<file path="src/rtl/pc_call_ctrl.sv">
// Program-counter sequencer with CALL/RET control for an external return stack.
// Tracks stack occupancy locally so overflow/underflow are caught before a bad push/pop.
module pc_call_ctrl #(
  parameter int AW    = 11,
  parameter int DEPTH = 16
) (
  input  logic          clk,
  input  logic          reset,
  input  logic          start,
  input  logic          stall,
  input  logic [2:0]    op,
  input  logic          zero_flag,
  input  logic [AW-1:0] target,
  input  logic [AW-1:0] stack_out,
  output logic [AW-1:0] pc,
  output logic          push,
  output logic          pop,
  output logic [AW-1:0] stack_in,
  output logic [4:0]    depth,
  output logic [1:0]    state,
  output logic [1:0]    fault_code
);

  typedef enum logic [1:0] {S_IDLE = 2'd0, S_RUN = 2'd1, S_HALT = 2'd2, S_FAULT = 2'd3} state_t;
  typedef enum logic [2:0] {
    OP_NEXT = 3'd0, OP_JMP = 3'd1, OP_JZ = 3'd2, OP_CALL = 3'd3, OP_RET = 3'd4, OP_HLT = 3'd5
  } op_t;

  localparam logic [1:0] F_NONE = 2'd0;
  localparam logic [1:0] F_OVF  = 2'd1;
  localparam logic [1:0] F_UNF  = 2'd2;
  localparam logic [4:0] DEPTH_MAX = 5'(DEPTH);

  state_t        state_q, state_d;
  logic [AW-1:0] pc_q, pc_d;
  logic [4:0]    depth_q, depth_d;
  logic [1:0]    fault_q, fault_d;

  logic [AW-1:0] pc_inc;
  logic          run_op;
  logic          can_push;
  logic          can_pop;

  assign pc_inc   = pc_q + AW'(1);
  assign run_op   = (state_q == S_RUN) && !stall;
  assign can_push = depth_q < DEPTH_MAX;
  assign can_pop  = depth_q != 5'd0;

  // State register; reset is synchronous so it shares timing with the return stack.
  always_ff @(posedge clk) begin
    // NOTE: non-blocking assignments keep every register sampling pre-edge values.
    if (reset) begin
      state_q <= S_IDLE;
      pc_q    <= '0;
      depth_q <= '0;
      fault_q <= F_NONE;
    end else begin
      state_q <= state_d;
      pc_q    <= pc_d;
      depth_q <= depth_d;
      fault_q <= fault_d;
    end
  end

  // Next-state logic; HALT and FAULT fall through to the hold defaults.
  always_comb begin
    // NOTE: defaults first so every path assigns every signal and no latch is inferred.
    state_d = state_q;
    pc_d    = pc_q;
    depth_d = depth_q;
    fault_d = fault_q;
    case (state_q)
      S_IDLE: if (start) state_d = S_RUN;
      S_RUN: begin
        if (!stall) begin
          case (op)
            OP_JMP: pc_d = target;
            OP_JZ:  pc_d = zero_flag ? target : pc_inc;
            OP_CALL: begin
              if (can_push) begin
                pc_d    = target;
                depth_d = depth_q + 5'd1;
              end else begin
                state_d = S_FAULT;
                fault_d = F_OVF;
              end
            end
            OP_RET: begin
              if (can_pop) begin
                pc_d    = stack_out;
                depth_d = depth_q - 5'd1;
              end else begin
                state_d = S_FAULT;
                fault_d = F_UNF;
              end
            end
            OP_HLT:  state_d = S_HALT;
            default: pc_d = pc_inc;
          endcase
        end
      end
      default: ;
    endcase
  end

  // Stack commands are combinational so the return stack acts on the same edge.
  always_comb begin
    push     = 1'b0;
    pop      = 1'b0;
    stack_in = pc_inc;
    if (!reset && run_op) begin
      push = (op == OP_CALL) && can_push;
      pop  = (op == OP_RET) && can_pop;
    end
  end

  assign pc         = pc_q;
  assign depth      = depth_q;
  assign state      = state_q;
  assign fault_code = fault_q;

endmodule
</file>
<file path="config.mk">
export PLATFORM = sky130hd
export DESIGN_NAME = pc_call_ctrl
export DESIGN_NICKNAME = d
export VERILOG_FILES = /design/src/rtl/pc_call_ctrl.sv
export SDC_FILE = /design/constraint.sdc
export NUM_CORES = 1
export LEC_CHECK = 0
export BUFFER_PORTS_ARGS = -buffer_cell sky130_fd_sc_hd__buf_2
export CORE_MARGIN = 4
export CORE_UTILIZATION = 43
export DETAILED_ROUTE_END_ITERATION = 12
export GPL_TIMING_DRIVEN = 0
export PLACE_DENSITY_LB_ADDON = 0.1
export SETUP_SLACK_MARGIN = 0.3
export SLEW_MARGIN = 20
export SYNTH_ARGS = -nofsm -noshare
export SYNTH_HDL_FRONTEND = slang
export SYNTH_SLANG_ARGS = --single-unit
</file>
<file path="constraint.sdc">
create_clock -name clk -period 2.47 [get_ports clk]
set_input_delay 0.247 -clock clk [delete_from_list [all_inputs] [get_ports clk]]
set_output_delay 0.247 -clock clk [all_outputs]
set_load 0.02 [all_outputs]
</file>
==> flow_summary.yaml, run 1 <==
cells_and_area:
  layout.core_utilization_pct: 57.11
  final_nets: 277
  insertedDiodeCount: 0
  seq_area_um2: 402.9
  multi_input_area_um2: 1028
  flow.area_growth_from_synthesis_pct: 28.31
  final_common_cell: "sky130_fd_sc_hd__buf_2"
  layout-drive-gt1-share_pct: 36.51
  most-common-layout-cells: "sky130_fd_sc_hd__buf_2, sky130_fd_sc_hd__dfxtp_1, sky130_fd_sc_hd__a21oi_1"
  fillerInstances: 322
synthesis:
  synth_warnings: 0
  synth_cells: 177
  synth_ff_type: "sky130_fd_sc_hd__dfxtp_1"
  ys_async_sr_fraction_pct: 0
  ys_seq_area_share_pct: 26.96
  post_synth_num_cell_types: 51
  synth.top_cells.by_area: "sky130_fd_sc_hd__dfxtp_1, sky130_fd_sc_hd__a21oi_1, sky130_fd_sc_hd__a311oi_1"
  syn_area_per_cell_um2: 8.391
  synth_top_area_share_pct: 26.96
  synth_enable_flop_cells: 0
  synth.net_count: 212
  syn_area_um2: 1485
  postSynthRegisterBits: 20
  synth_area_leader_cell: "sky130_fd_sc_hd__dfxtp_1"
place:
  detailedPlacementHpwl_um: 3237
  placement.io_buffers: 60
  routabilityCongestion: 0.8292
worst_setup_path:
  cp.arrival_ns: 1.77
  crit_type: "flop to primary output"
  cp.buffers_inverters: 1
  cp_cell_sequence: "ha_1 -> nand3_2 -> o21a_1 -> or2_2 -> buf_2"
  path_delay_family: "simple AND/OR/NAND/NOR gates"
  critPathRequiredTime_ns: 2.22
  crit_path_max_incr_delay_ns: 0.41
  cp-startpoint: "pc[0]"
  critical_path.max_fanout: 7
  crit_path_end_kind: "primary output"
  timing.critical_path.slowest_stage_cell: "sky130_fd_sc_hd__dfxtp_2"
  timing.reg2reg.worst_path_depth: 5
  rr_startpoint: "state[1]"
  timing.critical_path.from_type: "flop"
  cp.depth: 5
floorplanning:
  floorplan.io_pins: 63
  core_outline_area_um2: 3337
  floorplan.initialDensity_pct: 44.51
  design.die.area_um2: 4458
  die_width_um: 66.77
  dieHeight_um: 66.77
  core.rowCount: 21
sta:
  max_freq_mhz: 495.5
  setup-violations-final: 0
  timing.final.hold_violations: 0
  max-slew-margin-rel_pct: 63.87
  worst_pin_slew_ns: 0.5420
  final-max-slew-violation-count: 0
  timing.clock.skew_ns: 0.002816
  rsz0062_at_grt: "false"
  post_layout_minimum_cycle_time_ns: 2.018
  final.setup.tns_ns: 0
  period_share_pct: 81.71
pwr:
  p_per_area_nw_per_um2: 391.4
  cellLeakagePower_nw: 0.8081
  ir_worst_vdd_v: 0.0001726
drt:
  drt_wl_total_um: 4406
  detailedRoute.firstPassIterationCount: 4
  drt_iter0_markers: 117
  ant_nets: 0
  via_count: 1635
  routed_via_density: 5.697
  wl_per_cell_um: 15.35
  drc: 0
global_route:
  grt_max_degree: 14
  grt_pass1_vias: 1443
  track_usage_pct: 20.56
  grt_first_pass_wirelength_um: 6982
  grt_residual_overflow: 0
  grt_antenna_before_repair: 0
clock_tree:
  cts.root.buffer_cell: "sky130_fd_sc_hd__clkbuf_4"
  postCtsHoldBufs: 0
  cts_buffer_depth: 2
  clock_tree.htree_level_count: 1
  tritoncts.num_buffers: 3
  tritoncts: "done"
  clock_pin_slew_reported_for_the_worst_setup_and_hold_paths_after_clock_tree_synthesis_ns: 0.13
  cts_num_sinks: 20
  worstSkewPairLatency_ns: 0.31
run_status:
  run_status: "finished, final reports clean"
hold_path:
  hp-start: "start"
  worstHoldPathCells: 3
  hold_class: "primary input to flop"
run:
  max_cap_viol_count: 0
==> cell families after synthesis <==
| group | after synthesis | synth area share (%) |
|---|---|---|
| xor+xnor | 7 | 4.128 |
| flops | 20 | 26.96 |
| buf+inv | 15 | 4.632 |
| compound gates | 68 | 33.95 |
| simple gates | 61 | 24.85 |
| fa+ha+maj | 5 | 4.718 |
| mux | 1 | 0.7582 |
==> power breakdown <==
| part | switching [W] | leakage [nW] | internal (W) |
|---|---|---|---|
| combinational | 0.000112 | 0.624 | 0.0000751 |
| clock | 0.000119 | 0.0210 | 0.0000900 |
| sequential | 0.0000162 | 0.163 | 0.000334 |
| total | 0.000247 | 0.808 | 0.000499 |
==> path summary, 6_finish.rpt <==
kind,end,slack (ns)
max reg2reg,pc[9],0.55
min,state[0],0.17
max,stack_in[6],0.45
min reg2reg,fault_code[1],0.50
==> flip-flops by register name, summed over array words and instances, names as in the netlist <==
name / cells
pc: 11
depth: 5
fault_code: 2
state: 2
==> what timing repair did <==
action / 4_1_cts / 5_1_grt
setup buffers: 0 / 0
endpoints found under the setup margin: 0 / 5
gates resized for setup: 0 / 6
==> synthesized netlist by cell type (all sizes together) (4+ instances only) <==
| library cell | instances |
|---|---|
| nor2 | 8 |
| a21oi | 19 |
| clkbuf | 5 |
| nand2 | 6 |
| nand3 | 11 |
| xnor2 | 4 |
| buf | 5 |
| or2 | 4 |
| nor3b | 4 |
| dfxtp | 20 |
| ha | 4 |
| o21ai | 7 |
| inv | 4 |
| a311oi | 7 |
| a211oi | 5 |
| a22oi | 8 |
| a221oi | 4 |
| nor3 | 6 |
==> metrics by stage <==
step           cell area [um^2]  cells  hold WS [ns]  worst slack [ns]  total power [W]
3_3_place_gp               1857    283        0.4610            0.1416        0.0005418
4_1_cts                    1893    287        0.1744            0.3078        0.0007444
3_5_place_dp               1857    283        0.4688            0.1259        0.0005432
5_1_grt                    1906    287        0.1651            0.3592        0.0007846
2_1_floorplan              1499    177        0.4076            0.3048        0.0004745
6_report                   1906    287        0.1729            0.4518        0.0007458
==> worst register-to-register path, stage by stage (launching register included) <==
cell	delay (ns)
sky130_fd_sc_hd__dfxtp_1	0.39
sky130_fd_sc_hd__or3b_1	0.40
sky130_fd_sc_hd__buf_6	0.14
sky130_fd_sc_hd__a211oi_4	0.47
sky130_fd_sc_hd__nand2_2	0.14
sky130_fd_sc_hd__o32ai_1	0.29
==> area by class of cell <==
cell class              instances  share of cell area [%]
inverters                       5                   1.248
well taps                      46                   3.020
multi-input cells             142                   53.97
plain buffers                  10                   2.955
flip-flops and latches         20                   21.14
clock buffers                   4                   1.904
repair buffers                 60                   15.76
==> routing by layer <==
metal / part of all wire [%] / routed length, um / up-vias / global-route usage, %
met5: 0 / 0 / - / 0
met1: 46 / 2048 / 753 / 28.80
met4: 0.43 / 19 / 0 / 6.091
met3: 6.2 / 274 / 2 / 4.553
li1: - / - / 827 / -
met2: 47 / 2064 / 53 / 31.19
(Power assumes the default switching activity.)
==> run 2: changes to the inputs <==
- clock period: 2.47 -> 1.7 ns (I/O delays scaled with it)
==> run 2 against run 1 <==
Effect of this change: the flow now finishes with violations (setup timing); worst setup slack got worse by 0.57 ns; largest power group unchanged; wire length rose by 37%; combinational power rose by 120%; critical path depth did not move; hold slack got worse by 0.054 ns; sequential share of layout area fell by 4.6 points.
==> flow_summary.yaml, run 2 (same netlist as run 1, synthesis figures left out) <==
run_status:
  run_status: "complete, but fails checks"
  violations: "setup timing"
global_route:
  track_usage_pct: 25.11
  grt_max_degree: 14
  grt_residual_overflow: 0
  grt_pass1_vias: 1800
  grt_antenna_before_repair: 0
  grt_first_pass_wirelength_um: 8721
worst_setup_path:
  timing.reg2reg.worst_path_depth: 5
  worstReg2RegEnd: "depth[4]"
  rr_startpoint: "state[1]"
  cp.arrival_ns: 1.64
  timing.critical_path.slowest_stage_cell: "sky130_fd_sc_hd__dfxtp_4"
  crit_path_max_incr_delay_ns: 0.40
  crit_path_end_kind: "primary output"
  crit_type: "flop to primary output"
  cp_cell_sequence: "ha_4 -> and3_4 -> nand4_1 -> xnor2_2 -> buf_4"
  cp-startpoint: "pc[0]"
  critical_path.max_fanout: 4
  setup.reg_to_reg.worst_slack_ns: -0.09
  timing.critical_path.from_type: "flop"
  critPathRequiredTime_ns: 1.53
cells_and_area:
  flow.area_growth_from_synthesis_pct: 79.78
  insertedDiodeCount: 0
  multi_input_area_um2: 1328
  seq_area_um2: 442.9
  final_nets: 317
  largest_reg_flops: 11
  postLayoutCellArea_um2: 2670
  most-common-layout-cells: "sky130_fd_sc_hd__buf_2, sky130_fd_sc_hd__buf_4, sky130_fd_sc_hd__buf_6"
  final_common_cell: "sky130_fd_sc_hd__buf_2"
  layout-drive-gt1-share_pct: 62.63
  fillerInstances: 214
  layout.core_utilization_pct: 80.02
drt:
  via_count: 2022
  wl_per_cell_um: 18.42
  drt_wl_total_um: 6022
  detailedRoute.firstPassIterationCount: 5
  drt_iter0_markers: 146
  ant_nets: 0
  drc: 0
  routed_via_density: 6.183
floorplanning:
  floorplan.initialDensity_pct: 44.51
  die_width_um: 66.77
  design.die.area_um2: 4458
  dieHeight_um: 66.77
  core.rowCount: 21
  floorplan.io_pins: 63
  core_outline_area_um2: 3337
sta:
  timing.final.hold_violations: 0
  hold_slack_ns: 0.1190
  max-slew-margin-rel_pct: 55.84
  rsz0062_at_grt: "true"
  worst_slack_ns: -0.1141
  final-max-slew-violation-count: 0
  final.setup.tns_ns: -0.6215
  timing.clock.skew_ns: 0.009524
  setup-violations-final: 13
  worst_pin_slew_ns: 0.6624
  post_layout_minimum_cycle_time_ns: 1.814
  period_share_pct: 106.7
  max_freq_mhz: 551.2
hold_path:
  min_delay_worst_endpoint: "state[0]"
  hp-start: "start"
  hold_class: "primary input to flop"
  worstHoldPathCells: 3
clock_tree:
  clock_pin_slew_reported_for_the_worst_setup_and_hold_paths_after_clock_tree_synthesis_ns: 0.13
  postCtsHoldBufs: 0
  cts_buffer_depth: 2
  clock_tree.htree_level_count: 1
  worstSkewPairLatency_ns: 0.31
  cts.root.buffer_cell: "sky130_fd_sc_hd__clkbuf_4"
  cts_num_sinks: 20
  tritoncts: "done"
  tritoncts.num_buffers: 3
pwr:
  cellLeakagePower_nw: 1.104
  netSwitchingPower_w: 0.0004020
  share_seq_of_total_power_pct: 43.2
  p_int_w: 0.0007625
  swShare_pct: 34.52
  p_per_area_nw_per_um2: 436.2
  ir_worst_vdd_v: 0.0002929
  power.share.combinational_pct: 35.3
  share_clk_of_total_power_pct: 21.5
run:
  max_cap_viol_count: 0
place:
  detailedPlacementHpwl_um: 3298
  placement.io_buffers: 60
  detailed_place.area_um2: 2012
  routabilityCongestion: 0.8381
  place_worst_setup_slack_ns: -0.5026
run 2: final cells by class:
cell class                 count  area share, %
buffer                        10          3.327
clock buffer                   4         0.9841
inverter                       5         0.8903
multi-input combinational    142          49.72
sequential                    20          16.59
tap                           46          2.156
timing repair buffer         100          26.34
run 2: per-stage QoR:
| stage | power, W | instances |
|---|---|---|
| 4_1_cts | 0.001097 | 308 |
| 5_1_grt | 0.001217 | 327 |
| 3_3_place_gp | 0.0007998 | 283 |
| 2_1_floorplan | 0.0007035 | 177 |
| 3_5_place_dp | 0.0008014 | 283 |
| 6_report | 0.001165 | 327 |
run 2: layer usage:
| metal | vias to the layer above | routed length, um | GRT usage (%) |
|---|---|---|---|
| met4 | 0 | 153 | 5.838 |
| met1 | 957 | 2399 | 33.16 |
| met2 | 124 | 2931 | 43.07 |
| met3 | 25 | 538 | 3.204 |
| li1 | 916 | - | - |
| met5 | - | 0 | 0 |
run 2: critical path, delay by kind of cell (launching register included):
family,cells,cell delay (ns)
xor gates and xnor gates,1,0.21
adders and majority gates,1,0.17
buffers and inverters,1,0.16
DFF,1,0.40
and+or+nand+nor,2,0.40
run 2: repair_timing:
item                       CTS  global route
setup buffers               21            19
setup endpoints to repair   28            30
pin swaps                   20            21
gates resized for setup     45            34
run 2: worst max path at each step:
| stage | to | slack [ns] | cells after the start |
|---|---|---|---|
| 3_3_place_gp | depth[4] | -0.48 | 9 |
| 2_1_floorplan | depth[4] | -0.29 | 9 |
| 4_1_cts | stack_in[10] | -0.07 | 5 |
| 3_5_place_dp | depth[4] | -0.50 | 9 |
| 6_report | stack_in[10] | -0.11 | 5 |
| 5_1_grt | stack_in[10] | -0.18 | 4 |
run 2: power groups by stage:
stage               Combinational, W  Clock (W)  Sequential, W
finish                      0.000411   0.000251       0.000503
global placement            0.000284          0       0.000516
floorplan                   0.000171          0       0.000532
detailed placement          0.000285          0       0.000517
CTS                         0.000348   0.000249       0.000501
global route                0.000439   0.000272       0.000506
